[src/rtl/dnn_argmax_fix_if.sv]
// Score/result bundle between the inference engine and the argmax stage.
// The engine side (master) presents scores with a one-cycle start pulse;
// the argmax stage (slave) returns busy, a done pulse and the held result.
interface dnn_argmax_fix_if #(
  parameter int DATA_WIDTH  = 15,
  parameter int NUM_CLASSES = 10,
  parameter int IDX_WIDTH   = 4
);
  logic                                   start;
  logic [NUM_CLASSES-1:0][DATA_WIDTH-1:0] scores;
  logic                                   busy;
  logic                                   done;
  logic [IDX_WIDTH-1:0]                   digit;
  logic [DATA_WIDTH-1:0]                  max_score;
  logic [DATA_WIDTH:0]                    margin;

  modport master (
    output start, scores,
    input  busy, done, digit, max_score, margin
  );

  modport slave (
    input  start, scores,
    output busy, done, digit, max_score, margin
  );
endinterface

[src/rtl/dnn_argmax_fix.sv]
// Serial argmax over the signed output-layer scores of the MNIST engine.
// Scores are captured on start, scanned one per cycle with a single
// comparator, and the winning index/score are published with a done pulse.
// Optional feature macro: DNN_ARGMAX_MARGIN_EN builds runner-up tracking and
// drives margin = best - second; without it margin is tied to 0.
module dnn_argmax_fix #(
  parameter int DATA_WIDTH  = 15,
  parameter int NUM_CLASSES = 10,
  parameter int IDX_WIDTH   = 4
) (
  input  logic              clk,
  input  logic              rst,    // asynchronous, active-low
  input  logic              reset,  // synchronous soft clear, active-high
  dnn_argmax_fix_if.slave   bus
);

  typedef enum logic [1:0] {
    IDLE = 2'd0,
    SCAN = 2'd1,
    DONE = 2'd2
  } state_t;

  typedef logic signed [DATA_WIDTH-1:0] score_t;

  localparam logic [IDX_WIDTH-1:0] LAST_IDX  = IDX_WIDTH'(NUM_CLASSES - 1);
  localparam score_t               MOST_NEG  = {1'b1, {(DATA_WIDTH-1){1'b0}}};

  state_t               state_q, state_d;
  score_t               arr_q [NUM_CLASSES];
  score_t               arr_d [NUM_CLASSES];
  score_t               best_q, best_d;
  logic [IDX_WIDTH-1:0] best_idx_q, best_idx_d;
  logic [IDX_WIDTH-1:0] cnt_q, cnt_d;
  logic                 done_q, done_d;
  logic [IDX_WIDTH-1:0] digit_q, digit_d;
  score_t               max_q, max_d;
  score_t               scan_s;

`ifdef DNN_ARGMAX_MARGIN_EN
  score_t               second_q, second_d;
  logic [DATA_WIDTH:0]  margin_q, margin_d;
`endif

  // Next-state and datapath update: capture, serial compare, publish.
  always_comb begin
    // NOTE: every variable gets a default before any branch so no path
    // leaves it unassigned; otherwise synthesis infers a latch.
    state_d    = state_q;
    arr_d      = arr_q;
    best_d     = best_q;
    best_idx_d = best_idx_q;
    cnt_d      = cnt_q;
    done_d     = 1'b0;
    digit_d    = digit_q;
    max_d      = max_q;
    scan_s     = arr_q[cnt_q];
`ifdef DNN_ARGMAX_MARGIN_EN
    second_d   = second_q;
    margin_d   = margin_q;
`endif

    if (reset) begin
      // Soft clear aborts any scan and wins over a coincident start.
      state_d = IDLE;
      digit_d = '0;
      max_d   = '0;
`ifdef DNN_ARGMAX_MARGIN_EN
      margin_d = '0;
`endif
    end else begin
      case (state_q)
        IDLE: begin
          if (bus.start) begin
            for (int i = 0; i < NUM_CLASSES; i++) begin
              arr_d[i] = score_t'(bus.scores[i]);
            end
            best_d     = score_t'(bus.scores[0]);
            best_idx_d = '0;
            cnt_d      = IDX_WIDTH'(1);
`ifdef DNN_ARGMAX_MARGIN_EN
            second_d   = MOST_NEG;
`endif
            state_d    = SCAN;
          end
        end

        SCAN: begin
          // Strict compare keeps the lower index on ties.
          if (scan_s > best_q) begin
            best_d     = scan_s;
            best_idx_d = cnt_q;
`ifdef DNN_ARGMAX_MARGIN_EN
            second_d   = best_q;
          end else if (scan_s > second_q) begin
            second_d   = scan_s;
`endif
          end
          if (cnt_q == LAST_IDX) begin
            state_d = DONE;
          end else begin
            cnt_d = cnt_q + 1'b1;
          end
        end

        DONE: begin
          digit_d = best_idx_q;
          max_d   = best_q;
`ifdef DNN_ARGMAX_MARGIN_EN
          // Sign-extended subtraction: best >= second, so never negative
          // and always fits in DATA_WIDTH+1 bits.
          margin_d = (DATA_WIDTH+1)'(best_q) - (DATA_WIDTH+1)'(second_q);
`endif
          done_d  = 1'b1;
          state_d = IDLE;
        end

        default: state_d = IDLE;
      endcase
    end
  end

  // State and datapath registers.
  always_ff @(posedge clk or negedge rst) begin
    if (!rst) begin
      state_q    <= IDLE;
      // NOTE: the score buffer is cleared on reset too, so every register
      // reads 0 while reset is held rather than leaving stale captures.
      for (int i = 0; i < NUM_CLASSES; i++) begin
        arr_q[i] <= '0;
      end
      best_q     <= '0;
      best_idx_q <= '0;
      cnt_q      <= '0;
      done_q     <= 1'b0;
      digit_q    <= '0;
      max_q      <= '0;
`ifdef DNN_ARGMAX_MARGIN_EN
      second_q   <= '0;
      margin_q   <= '0;
`endif
    end else begin
      // NOTE: non-blocking assignments so every register samples the
      // pre-edge value of the others, independent of statement order.
      state_q    <= state_d;
      arr_q      <= arr_d;
      best_q     <= best_d;
      best_idx_q <= best_idx_d;
      cnt_q      <= cnt_d;
      done_q     <= done_d;
      digit_q    <= digit_d;
      max_q      <= max_d;
`ifdef DNN_ARGMAX_MARGIN_EN
      second_q   <= second_d;
      margin_q   <= margin_d;
`endif
    end
  end

  // busy stays high through the done cycle; a new start is still accepted
  // then because the FSM is already back in IDLE.
  assign bus.busy      = (state_q != IDLE) | done_q;
  assign bus.done      = done_q;
  assign bus.digit     = digit_q;
  assign bus.max_score = max_q;
`ifdef DNN_ARGMAX_MARGIN_EN
  assign bus.margin    = margin_q;
`else
  assign bus.margin    = '0;
`endif

endmodule

[src/flat_wrapper.sv]
// flat-port wrapper written by rule: the top's interface ports become plain ports
module dnn_argmax_fix_flat 
#(
  parameter int DATA_WIDTH  = 15,
  parameter int NUM_CLASSES = 10,
  parameter int IDX_WIDTH   = 4
)
  (clk, rst, reset, bus_start, bus_scores, bus_busy, bus_done, bus_digit, bus_max_score, bus_margin);
  dnn_argmax_fix_if #(.DATA_WIDTH(DATA_WIDTH), .NUM_CLASSES(NUM_CLASSES), .IDX_WIDTH(IDX_WIDTH)) bus_i ();
  input  logic clk;
  input  logic rst;
  input  logic reset;
  input wire logic [$bits(bus_i.start)-1:0] bus_start;
  input wire logic [$bits(bus_i.scores)-1:0] bus_scores;
  output wire logic [$bits(bus_i.busy)-1:0] bus_busy;
  output wire logic [$bits(bus_i.done)-1:0] bus_done;
  output wire logic [$bits(bus_i.digit)-1:0] bus_digit;
  output wire logic [$bits(bus_i.max_score)-1:0] bus_max_score;
  output wire logic [$bits(bus_i.margin)-1:0] bus_margin;
  assign bus_i.start = bus_start;
  assign bus_i.scores = bus_scores;
  assign bus_busy = bus_i.busy;
  assign bus_done = bus_i.done;
  assign bus_digit = bus_i.digit;
  assign bus_max_score = bus_i.max_score;
  assign bus_margin = bus_i.margin;
  dnn_argmax_fix #(.DATA_WIDTH(DATA_WIDTH), .NUM_CLASSES(NUM_CLASSES), .IDX_WIDTH(IDX_WIDTH)) u_core (.clk(clk), .rst(rst), .reset(reset), .bus(bus_i));
endmodule
[config.mk]
export PLATFORM = sky130hd
export DESIGN_NAME = dnn_argmax_fix_flat
export DESIGN_NICKNAME = d
export VERILOG_FILES = /design/src/rtl/dnn_argmax_fix_if.sv /design/src/rtl/dnn_argmax_fix.sv /design/src/flat_wrapper.sv
export SDC_FILE = /design/constraint.sdc
export NUM_CORES = 1
export LEC_CHECK = 0
export ABC_AREA = 1
export BUFFER_PORTS_ARGS = -buffer_cell sky130_fd_sc_hd__clkbuf_2
export CAP_MARGIN = 5
export CORE_UTILIZATION = 56
export DETAILED_ROUTE_END_ITERATION = 16
export PLACE_DENSITY = 0.81
export RECOVER_POWER = 25
export SYNTH_ARGS = -nofsm -noshare
export SYNTH_HDL_FRONTEND = slang
export SYNTH_SLANG_ARGS = --single-unit
[constraint.sdc]
create_clock -name clk -period 3.4 [get_ports clk]
set_input_delay 0 -clock clk [delete_from_list [all_inputs] [get_ports clk]]
set_output_delay 0 -clock clk [all_outputs]
set_load 0.005 [all_outputs]
---- After elaboration in Yosys (flattened, before gate mapping) ----
Cells that the tools add are included.
storage, ports and cells
  register bits ........................... 195
  output and inout bits ................... 37
operators by class
  add/subtract/negate cells ............... 1
  $lt $le $gt $ge ......................... 2
  equal/unequal tests ..................... 8
  multiplexer cells ....................... 22
  bitwise gates (word level) .............. 3
  reduce and logical (&&, ||, !) cells .... 8
operators by type and width
  operator                                                  number
  two-way mux 15 bit                                        6
  binary-select mux 15 bit (select 4 bit)                   1
  one-hot mux 15 bit (2 select lines)                       1
  two-way mux 4 bit                                         6
  one-hot mux 4 bit (2 select lines)                        2
  > comparator 15 bit                                       1
  AND reduction 4 bit                                       2
  two-way mux 2 bit                                         3
  nonzero test 2 bit                                        3
  greater-or-equal comparator 5 bit, second input constant  1
  inverter 4 -> 5 bit                                       1
  adder 4 x 1 -> 4 bit, second input constant               1
  == test 4 bit, second input constant                      1
  != test 2 bit, second input constant                      2
  one-hot mux 2 bit (2 select lines)                        1
  != test 3 x 2 -> 1 bit, second input constant             1
  != test 3 bit, second input constant                      1
  AND reduction 3 bit                                       1
  == test 2 x 1 -> 1 bit, second input constant             1
  == test 2 bit, second input constant                      1
  zero test 2 bit                                           1
  two-way mux 1 bit                                         2
  != test 2 x 1 -> 1 bit, second input constant             1
  AND reduction 2 bit                                       1
  2 further kinds                                           2

---- Longest topological paths before layout ----
  word-level depth ........................ 7
  gate-level depth with buffers ........... 24

---- Least setup slack after synthesis ----
Ideal clock, no wire load.
  path type ............................... flip-flop to flip-flop
  from .................................... reg u_core.cnt_q[0]
  to ...................................... reg u_core.best_idx_q[0]
  arrival ................................. 2.409 ns
  setup slack ............................. 0.875 ns
  stages on the path, launching flop included .. 23
  path buffers ............................ 5
  period minus slack after synthesis ...... 2.525 ns
  path through ............................ dfrtp_1 buf_4 buf_6 buf_6 nor2_1 nor2_1 o21ai_1 nand3_1 nand3_1 nand2_1 ha_1 nand2_1 inv_1 nand2_1 nand2_1 a21oi_1 nand2_1 nand2_1 nand3_2 buf_6 buf_12 nand3_2 nand2_1
between the ends
  word-level cells in the longest chain between the ends .. 7
  elaborated cells on any way between the ends .. 9
  those cells by class .................... order compare: 1; eq/ne: 1; mux: 5; bitwise: 1; reduce/logical: 1
ends and longest elaborated chain
  what                                                   RTL line               text
  start, declared                                        dnn_argmax_fix.sv:33   logic [IDX_WIDTH-1:0] cnt_q, cnt_d;
  start signal, assigned                                 dnn_argmax_fix.sv:148  cnt_q <= cnt_d;
  inverter 4 -> 5 bit (implied by the code)              dnn_argmax_fix.sv:56   scan_s = arr_q[cnt_q];
  binary-select mux 15 bit (select 4 bit)                dnn_argmax_fix.sv:56
  two-way mux 15 bit (implied by the code) (2 in a row)  dnn_argmax_fix.sv:56
  > comparator 15 bit                                    dnn_argmax_fix.sv:89   if (scan_s > best_q) begin
  != test 2 x 1 -> 1 bit (no line)                       n/a
  AND reduction 4 bit (no line)                          n/a
  end signal, assigned                                   dnn_argmax_fix.sv:147  best_idx_q <= best_idx_d;
  end, declared                                          dnn_argmax_fix.sv:32   logic [IDX_WIDTH-1:0] best_idx_q, best_idx_d;
Parallel ways exist; a longest one is shown, timed or not. The select of a mux whose other input is x is not followed.
A chain may end at the register's enable or synchronous reset.

---- Final worst setup path ----
  from .................................... reg u_core.cnt_q[0]
  to ...................................... reg u_core.best_q[2]
between the ends
  word-level cells in the longest chain between the ends .. 7
  elaborated cells on any way between the ends .. 9
  those cells by class .................... order compare: 1; eq/ne: 1; mux: 5; bitwise: 1; reduce/logical: 1
ends and longest elaborated chain
  what                                                     RTL line               text
  inverter 4 -> 5 bit (implied by the code) *              dnn_argmax_fix.sv:56
  binary-select mux 15 bit (select 4 bit) *                dnn_argmax_fix.sv:56
  two-way mux 15 bit (implied by the code) * (2 in a row)  dnn_argmax_fix.sv:56
  > comparator 15 bit                                      dnn_argmax_fix.sv:89
  != test 2 x 1 -> 1 bit (no line)                         n/a
  AND reduction 4 bit (no line)                            n/a
  end signal, assigned                                     dnn_argmax_fix.sv:146  best_q <= best_d;
  end, declared                                            dnn_argmax_fix.sv:31   score_t best_q, best_d;
Mark *: on every way between the ends. The rest lies on a longest branch, timed or not. The select of a mux whose other input is x is not followed.

==> metrics.cfg <==
[drt]
drt-pass1-iter-count=5
ant_nets=0
drt_first_iter_violations=1043
wl_per_cell_um=17.1
vias=9932
drc=0
routed_via_density=5.45
drt_wl_total_mm=31.3

[outcome]
violations=capacitance limit, slew limit
status=finished with violations

[timing]
tightest_slew_ns=2.29
skew_ns=0.0104
fmax_mhz=319
final_hold_viol_count=0
rsz0062_at_grt=false
slew_violations=91
setup_tns_ns=0
slew-limit-headroom_pct=-52.6
fin_crit_ns=3.13
post-route-period-util_pct=92.1
finalSetupViolCount=0

[synth]
synthCells=1302
synth-edff-count=0
ys_warn_count=0
synth-seq-cells=195
synth_area_mm2=0.00968
synth-seq-area-share_pct=50.4
ys_types=27
async_flop_share_pct=100
avgSynthCellArea_um2=7.44
ys.flop_type=dfrtp_1

[finish]
drive_gt1_share_pct=15.2
final_cell_mix=nand2_1, dfrtp_1, clkbuf_2, dlygate4sd3_1, nor2_1
final_common_cell=nand2_1
nFillCells=1199
layout.nets=1760
syn2layout_area_growth_pct=31.4

[critical_path]
worstPathCellList=buf_4, nor2_1, nor2_1, o21ai_0, nand3_1, nand3_1, nand2_1, ha_1, nand2_1, nand2_1, nand2_1, nand2_1, a21oi_1, nand3_1, nand3_2, buf_4, nand3_1, nand2_1
slowest_stage=buf_4
cp.required_ns=3.77
worstSetupEndpointType=flop
crit_type=reg -> reg
worstPathArrival_ns=3.50
cpPeakStageDelay_ns=0.47
worstPathMaxFanout=50
cpMostUsedCell=nand2_1
cp-start-kind=flop

[worst_hold_path]
hold_class=in -> reg

[global_route]
track_usage_pct=36.5
grt_pass1_vias=9697
grt.busiest_layer=met2
use_met3_pct=4.53
grt_pass1_wl_mm=49.9
grt_max_degree=92
grt.met1_usage_pct=47.9
overflow=0
antenna_found_initial=0
met2_usage_pct=61.3

[clocking]
htree_levels=4
worst_skew_pair.late_latency_ns=0.44
holdBufCountCts=153
cts_buffer_depth=2
cts-resized-gates=0
numCtsBuffers=17
cts_tree=done
cts-root-buf=clkbuf_16
cts_sinks=195
clk_pin_slew_ns=0.08
post-cts-setup-buffers=0

[placement]
place_hpwl_mm=18.2
gp_congestion=0.920
port_buffers=174

[power]
finalPower_mw=9.74
p_per_area_mw_per_mm2=765
worst_ir_drop_vdd_mv=0.477
power.leakage_nw=6.93

[die]
die_y_um=133
dieArea_mm2=0.0178
die_w_um=133
start_util_pct=57.8
coreArea_mm2=0.0168
ios=191
num_rows=47

[flow_run]
max_cap_viol_count=1

==> state kept, by name, indices dropped and copies added (netlist names) <==
register	cells
u_core.arr_q	150
u_core.best_idx_q	4
u_core.best_q	15
u_core.bus.digit	4
u_core.bus.done	1
u_core.bus.max_score	15
u_core.cnt_q	4
u_core.state_q	2
==> path summary, 6_finish.rpt <==
kind                                                    start                       endpoint  cells after the start  slack (ns)
worst max-delay path              u_core.cnt_q[0]$_DFFE_PN0P_   u_core.best_q[2]$_DFFE_PN0P_                     18        0.27
worst min-delay path                           bus_scores[38]  u_core.arr_q[113]$_DFFE_PN0P_                      4        0.29
worst max register to register    u_core.cnt_q[0]$_DFFE_PN0P_   u_core.best_q[2]$_DFFE_PN0P_                     18        0.27
worst min register to register  u_core.arr_q[145]$_DFFE_PN0P_  u_core.arr_q[145]$_DFFE_PN0P_                      2        0.48
max in group asynchronous                                 rst    u_core.arr_q[8]$_DFFE_PN0P_                      3        1.07
min in group asynchronous                                 rst  u_core.arr_q[110]$_DFFE_PN0P_                      2        0.78
==> power by group <==
part           internal [mW]  leakage [nW]  switching [mW]  total [mW]
sequential              3.00          2.46           0.468        3.47
combinational           1.43          4.15            2.59        4.02
clock                   1.31         0.322           0.933        2.24
total                   5.75          6.93            3.99        9.74
==> Yosys cell counts (all sizes together), types with 9 or more instances <==
cell type	number	area (um^2)
nand2	650	2450
ha	17	213
nor2	131	499
dfrtp	195	4880
clkbuf	21	78.8
o21ai	76	380
inv	37	139
nand3	90	505
a21oi	9	45.0
buf	69	442
==> kinds of logic (layout without fill, tap and decap cells) <==
family / count (synthesis) / count (layout) / share of synthesized area, %
flops: 195 / 195 / 50.4
compound gates: 87 / 87 / 4.52
fa+ha+maj: 17 / 17 / 2.20
simple gates: 875 / 875 / 36.0
other cells: 1 / 18 / 0.0387
buf+inv: 127 / 412 / 6.81
==> layout make-up <==
type | count | area [um^2] | area share, %
inverters | 37 | 141 | 1.11
multi-input cells | 995 | 4210 | 33.1
well taps | 220 | 275 | 2.16
clock buffers | 20 | 467 | 3.67
repair buffers | 343 | 2550 | 20.1
clock inverters | 12 | 190 | 1.49
diodes | 2 | 5.00 | 0.0393
flip-flops and latches | 195 | 4880 | 38.4
==> layer usage <==
layer | wire, um | share of wire (%)
met1 | 12400 | 40
met3 | 2310 | 7.4
met2 | 15300 | 49
met5 | 0 | 0
met4 | 1180 | 3.8
==> stage by stage <==
step | setup slack [ns] | std cells | area (um^2) | hold slack, ns | utilization [%]
floorplan | 0.875 | 1317 | 9740 | -0.296 | -
global placement | 0.436 | 1637 | 10500 | 0.111 | 62.9
detailed placement | 0.429 | 1637 | 10500 | 0.115 | 62.9
CTS | 0.364 | 1822 | 12700 | 0.218 | 76.0
global route | 0.0330 | 1822 | 12700 | 0.308 | 75.9
finish | 0.267 | 1824 | 12700 | 0.293 | 75.9
==> worst max-delay path: cells and delay by family, from the launching register on <==
| kind | cells | cell delay, ns |
|---|---|---|
| DFF | 1 | 0.38 |
| AOI/OAI and AO/OA | 2 | 0.31 |
| and+or+nand+nor | 13 | 1.31 |
| buffers and inverters | 2 | 0.75 |
| adders and majority gates | 1 | 0.26 |
(Power assumes the default switching activity.)
